==> config.mk <==
export PLATFORM = sky130hd
export DESIGN_NAME = u409_flash_guard
export DESIGN_NICKNAME = d
export VERILOG_FILES = /design/src/rtl/u409_flash_pkg.sv /design/src/rtl/u409_flash_timer.sv /design/src/rtl/u409_flash_guard.sv
export SDC_FILE = /design/constraint.sdc
export NUM_CORES = 1
export LEC_CHECK = 0
export BUFFER_PORTS_ARGS = -buffer_cell sky130_fd_sc_hd__buf_4
export CELL_PAD_IN_SITES_DETAIL_PLACEMENT = 1
export CELL_PAD_IN_SITES_GLOBAL_PLACEMENT = 2
export CORE_ASPECT_RATIO = 0.75
export CORE_MARGIN = 1
export CORE_UTILIZATION = 32
export CTS_CLUSTER_DIAMETER = 120
export DETAILED_ROUTE_END_ITERATION = 7
export PLACE_DENSITY_LB_ADDON = 0.1
export SLEW_MARGIN = 20
export SYNTH_ARGS = -nofsm -noshare
export SYNTH_HDL_FRONTEND = slang
export SYNTH_SLANG_ARGS = --single-unit
==> constraint.sdc <==
create_clock -name CLK40 -period 4.2 [get_ports CLK40]
set_input_delay 0.63 -clock CLK40 [delete_from_list [all_inputs] [get_ports CLK40]]
set_output_delay 0.63 -clock CLK40 [all_outputs]
set_load 0.02 [all_outputs]
==> src/rtl/u409_flash_pkg.sv <==
// Shared types and constants for the U409 flash write guard.
// seq_step decodes one JEDEC sequence write against the current state.
package u409_flash_pkg;

  localparam int unsigned ADDR_MSB = 23;
  localparam int unsigned BASE_W   = 5;
  localparam int unsigned OFF_W    = 11;
  localparam int unsigned DATA_W   = 8;
  localparam int unsigned TMR_W    = 16;

  localparam logic [BASE_W-1:0] FLASH_BASE    = 5'h1F;
  localparam logic [TMR_W-1:0]  UNLOCK_WINDOW = 16'd255;
  localparam logic [TMR_W-1:0]  MIN_BUSY      = 16'd8;
  localparam logic [TMR_W-1:0]  RDY_TIMEOUT   = 16'd40000;
  localparam logic [TMR_W-1:0]  TMR_MAX       = 16'hFFFF;

  localparam logic [DATA_W-1:0] CMD_AA = 8'hAA;
  localparam logic [DATA_W-1:0] CMD_55 = 8'h55;
  localparam logic [DATA_W-1:0] CMD_A0 = 8'hA0;
  localparam logic [DATA_W-1:0] CMD_80 = 8'h80;
  localparam logic [DATA_W-1:0] CMD_10 = 8'h10;
  localparam logic [DATA_W-1:0] CMD_30 = 8'h30;
  localparam logic [DATA_W-1:0] CMD_F0 = 8'hF0;

  localparam logic [OFF_W-1:0] OFF_555 = 11'h555;
  localparam logic [OFF_W-1:0] OFF_2AA = 11'h2AA;

  typedef enum logic [2:0] {
    ST_IDLE,
    ST_U1,
    ST_U2,
    ST_PROG,
    ST_ESET,
    ST_EU1,
    ST_EU2,
    ST_BUSY
  } state_e;

  typedef struct packed {
    logic   ok;
    state_e nxt;
  } step_t;

  // Rejected writes (ok=0) and the F0 reset both land in IDLE.
  function automatic step_t seq_step(state_e cur, logic [DATA_W-1:0] data,
                                     logic [OFF_W-1:0] off);
    step_t s;
    logic  at_555;
    logic  at_2aa;
    at_555 = (off == OFF_555);
    at_2aa = (off == OFF_2AA);
    s      = '{ok: 1'b0, nxt: ST_IDLE};
    if (cur != ST_BUSY && data == CMD_F0) begin
      s.ok = 1'b1;
    end else begin
      case (cur)
        ST_IDLE: if (at_555 && data == CMD_AA) s = '{ok: 1'b1, nxt: ST_U1};
        ST_U1:   if (at_2aa && data == CMD_55) s = '{ok: 1'b1, nxt: ST_U2};
        ST_U2: begin
          if (at_555 && data == CMD_A0)      s = '{ok: 1'b1, nxt: ST_PROG};
          else if (at_555 && data == CMD_80) s = '{ok: 1'b1, nxt: ST_ESET};
        end
        ST_PROG: s = '{ok: 1'b1, nxt: ST_BUSY};
        ST_ESET: if (at_555 && data == CMD_AA) s = '{ok: 1'b1, nxt: ST_EU1};
        ST_EU1:  if (at_2aa && data == CMD_55) s = '{ok: 1'b1, nxt: ST_EU2};
        ST_EU2: begin
          if ((at_555 && data == CMD_10) || data == CMD_30) s = '{ok: 1'b1, nxt: ST_BUSY};
        end
        default: s = '{ok: 1'b0, nxt: ST_IDLE};
      endcase
    end
    return s;
  endfunction

endpackage

==> src/rtl/u409_flash_timer.sv <==
// Saturating 16-bit cycle counter shared by the unlock window and the busy period.
module u409_flash_timer
  import u409_flash_pkg::*;
(
  input  logic clk,
  input  logic rst,
  input  logic clr,
  input  logic en,
  output logic ge_min_c,
  output logic ge_win_c,
  output logic ge_tmo_c
);

  logic [TMR_W-1:0] cnt;

  always_ff @(posedge clk or posedge rst) begin
    if (rst) begin
      cnt <= '0;
    end else if (clr) begin
      cnt <= '0;
    end else if (en && cnt != TMR_MAX) begin
      cnt <= cnt + TMR_W'(1);
    end
  end

  assign ge_min_c = (cnt >= MIN_BUSY);
  assign ge_win_c = (cnt >= UNLOCK_WINDOW);
  assign ge_tmo_c = (cnt >= RDY_TIMEOUT);

endmodule

==> src/rtl/u409_flash_guard.sv <==
// Flash window decode and JEDEC command-sequence write gate in front of the
// U409 flash cycle machine; tracks the embedded-algorithm busy period.
module u409_flash_guard
  import u409_flash_pkg::*;
(
  input  logic                CLK40,
  input  logic                RESET,
  input  logic                TSn,
  input  logic                RnW,
  input  logic [ADDR_MSB:1]   A,
  input  logic [DATA_W-1:0]   D_LO,
  input  logic                PROG_EN,
  input  logic                FLASH_RDY,
  input  logic                CLR_TIMEOUT,
  output logic                FLASH_SPACE,
  output logic                FLASH_TEAn,
  output logic                FLASH_BUSY,
  output logic                FLASH_TIMEOUT
);

  state_e state;
  state_e state_nxt;
  step_t  step;
  logic   hit;
  logic   wr_evt;
  logic   permit;
  logic   accept;
  logic   tmr_en;
  logic   tea_nxt;
  logic   tmo_set;
  logic   ge_min;
  logic   ge_win;
  logic   ge_tmo;
  logic   unused_addr;

  assign hit         = (A[ADDR_MSB:ADDR_MSB-BASE_W+1] == FLASH_BASE);
  assign wr_evt      = !TSn && hit && !RnW;
  assign step        = seq_step(state, D_LO, A[OFF_W:1]);
  assign permit      = PROG_EN && step.ok;
  assign accept      = wr_evt && permit;
  assign tmr_en      = (state != ST_IDLE);
  assign unused_addr = ^A[ADDR_MSB-BASE_W:OFF_W+1];

  // Combinational so the downstream cycle machine samples it on the TSn edge.
  assign FLASH_SPACE = !RESET && hit && (RnW || permit);

  u409_flash_timer u_timer (
    .clk      (CLK40),
    .rst      (RESET),
    .clr      (accept),
    .en       (tmr_en),
    .ge_min_c (ge_min),
    .ge_win_c (ge_win),
    .ge_tmo_c (ge_tmo)
  );

  always_ff @(posedge CLK40 or posedge RESET) begin
    if (RESET) begin
      state         <= ST_IDLE;
      FLASH_TEAn    <= 1'b1;
      FLASH_BUSY    <= 1'b0;
      FLASH_TIMEOUT <= 1'b0;
    end else begin
      state         <= state_nxt;
      FLASH_TEAn    <= !tea_nxt;
      FLASH_BUSY    <= (state_nxt == ST_BUSY);
      FLASH_TIMEOUT <= tmo_set || (FLASH_TIMEOUT && !CLR_TIMEOUT);
    end
  end

  // BUSY ignores PROG_EN and writes; a ready flash wins over a same-cycle timeout.
  always_comb begin
    state_nxt = state;
    tea_nxt   = 1'b0;
    tmo_set   = 1'b0;
    if (wr_evt && !permit) begin
      tea_nxt = 1'b1;
    end
    if (state == ST_BUSY) begin
      if (ge_min && FLASH_RDY) begin
        state_nxt = ST_IDLE;
      end else if (ge_tmo) begin
        tmo_set   = 1'b1;
        state_nxt = ST_IDLE;
      end
    end else if (!PROG_EN) begin
      state_nxt = ST_IDLE;
    end else if (wr_evt) begin
      state_nxt = step.nxt;
    end else if (state != ST_IDLE && ge_win) begin
      state_nxt = ST_IDLE;
    end
  end

endmodule

==> results.txt <==
R2R cell count - 7
Leakage - 0.7426 nW
Drt total wl - 4.029 mm
Gpl congestion - 0.8232
Number of CTS-inserted buffers - 3
First-pass GRT wire length - 6.713 mm
Worst relative slew slack - 42.45%
Mean routed wirelength per cell - 15.26 um
Clock Power Share - 35.2%
Max_cap viols - 0
Post-Syn Area per Cell - 8.736 um^2
# fillers - 542
Final core occ - 41.40%
Total Nets Final - 248
CTS root buf - clkbuf_8
Comb pwr share - 10.7%
Area added between synthesis and finish - 23.79%
Die area - 0.004948 mm^2
Reg power frac - 54.1%
Largest net degree at the start of global routing - 23
RSZ-0062 raised after global routing - no
Int Pwr - 0.3034 mW
Row Count - 21
Mapped Area - 0.001494 mm^2
Worst Slack Setup Final - 0.9042 ns
Dpl cell area - 0.001804 mm^2
N_diodes - 0
I/O Pins - 42
Drt via density - 5.443
Sw Share - 22.71%
IO Port Bufs - 34
Hold_buf cts - 0
Skew-Pair Late Insertion Delay - 0.26 ns
Fin. max-slew vios - 0
Max FO, Critical Path - 3
Run status - finished clean
H-tree depth - 1
Synth Warn # - 0
Net count after synthesis - 211
Fin. Hold Viols - 0
Final ANT Viol Nets - 0
Asr flop ratio synth - 100.0%
Hold_ws - 0.5414 ns
Initial antenna violation count - 0
Total gr overflow - 0
1st-pass router iterations - 4
Die W - 80.90 um
Worst Tran Pin Value - 0.8622 ns
Total setup buffers inserted after CTS - 0
Crit path DAT - 2.67 ns
CTS tree - built
Resized cells post-CTS - 0
Min Tclk post-route - 3.296 ns
Buffer depth of the longest clock path - 2
Vias in the first global route - 1,376
Initial DRC count - 71
Initial core utilization - 33.45%
Critical path launch point type - input pin
Switching Power - 0.08915 mW
Post-synth EDFFs - 0
# clock sinks - 22
Post-synth top flop - dfrtp_1
Final period util - 78.47%
Final Skew - 0.004395 ns
Detailed placer's ending HPWL - 3.231 mm
CP Capture Type - output port
Residual DRC count - 0
Fmax - 303.4 MHz
Placement Setup Slack - 0.9398 ns
Layout cell share with drive strength beyond 1 - 25.12%
Sequential fraction of the synthesis area - 36.93%
Critical Path RT - 3.57 ns
Post-route setup TNS - 0 ns
Power density cells - 212.2 mW/mm^2
Final Instance Area - 0.001849 mm^2
Synth unique cells - 48
Final setup vio count - 0
Core region area - 0.004467 mm^2
Yosys reg bits - 22
Hold Path Class - in -> reg
Synth Instances - 171
Vias after detailed routing - 1,437
Clk pin slew, worst setup/hold paths - 0.08 ns
Max VDD drop - 0.0001048 V
Hold Path Stages - 2
Die Span Y - 61.17 um
GRT Overall Usage - 18.16%
Kind of critical path - in -> out
-- cell usage in the layout, fill, tap and decap left out, types with 2 or more instances in the layout --
cell and n:
nand2_1 15, dfrtp_1 21, and4_1 2, nor4_1 4
o21ai_0 5, a21oi_1 5, nor3_1 4, nor4b_1 2
xor2_1 9, nor2_1 22, buf_4 35, or3_1 3
o21ba_2 2, a41oi_1 2, or4b_4 2, nand4_1 10
ha_1 2, and3_1 7, nand3_1 12, inv_1 10
clkbuf_8 3, xnor2_1 4
-- path summary, 6_finish.rpt --
path,slack [ns],start,end
max,0.90,A[2],FLASH_SPACE
min,0.54,CLR_TIMEOUT,FLASH_TIMEOUT
max reg2reg,1.87,u_timer.cnt[6],u_timer.cnt[5]
min reg2reg,0.56,FLASH_TIMEOUT,FLASH_TIMEOUT
max in group asynchronous,3.11,RESET,FLASH_BUSY
min in group asynchronous,0.55,RESET,FLASH_TIMEOUT
-- area by class of cell --
cell class	count	area [um^2]	area share [%]
tap	57	71.32	3.857
sequential	22	551.8	29.84
multi-input combinational	136	880.8	47.63
inverter	10	37.54	2.030
timing repair buffer	35	262.8	14.21
clock buffer	4	45.04	2.436
-- synth_stat cells, types with 3 or more instances --
| master | number | area (um^2) |
|---|---|---|
| a21oi_1 | 5 | 25.02 |
| and3_1 | 7 | 43.79 |
| dfrtp_1 | 21 | 525.5 |
| inv_1 | 10 | 37.54 |
| nand2_1 | 15 | 56.30 |
| nand3_1 | 12 | 60.06 |
| nand4_1 | 10 | 62.56 |
| nor2_1 | 22 | 82.58 |
| nor3_1 | 4 | 20.02 |
| nor4_1 | 4 | 25.02 |
| o21ai_0 | 5 | 25.02 |
| or3_1 | 3 | 18.77 |
| xnor2_1 | 4 | 35.03 |
| xor2_1 | 9 | 78.83 |
-- power by group through the flow --
stage	Sequential (mW)	Combinational [mW]	Clock, mW
finish	0.212	0.0421	0.138
global route	0.212	0.0473	0.154
detailed placement	0.216	0.0430	0
CTS	0.212	0.0431	0.144
floorplan	0.216	0.0136	0
global placement	0.216	0.0413	0
-- per-stage QoR --
| stage | total power, mW | std cells |
|---|---|---|
| floorplan | 0.2300 | 171 |
| global placement | 0.2576 | 260 |
| detailed placement | 0.2593 | 260 |
| CTS | 0.3992 | 264 |
| global route | 0.4135 | 264 |
| finish | 0.3925 | 264 |
-- state kept, by name (all words and copies together), names as in the netlist --
register,count
FLASH_TEAn,1
state,3
FLASH_TIMEOUT,1
u_timer.cnt,16
FLASH_BUSY,1
-- logic make-up (layout without fill, tap and decap cells) --
kind of cell               Yosys count  count (layout)  share of synthesized area, %
AOI/OAI and AO/OA                   26              26                         13.32
xor gates and xnor gates            13              13                         7.621
adders and majority gates            2               2                         1.675
buffers and inverters               13              49                         4.104
DFF                                 22              22                         36.93
and+or+nand+nor                     95              95                         36.35
-- per-layer routing --
layer  vias to the layer above  global-route usage (%)  wire, um
met5                         -                       0         0
met4                         0                   3.827        16
met3                         2                   4.444       214
li1                        707                       -         -
met2                        35                   28.21      1704
met1                       693                   25.73      2094
-- worst max-delay path, cell delays in order --
cell and delay [ns]:
buf_4 0.11, or4b_4 0.55, or3_1 0.43, o21ai_1 0.25, o21bai_2 0.12, a2111oi_2 0.37
buf_4 0.20
Note: power is estimated with default switching activity, not from simulation.
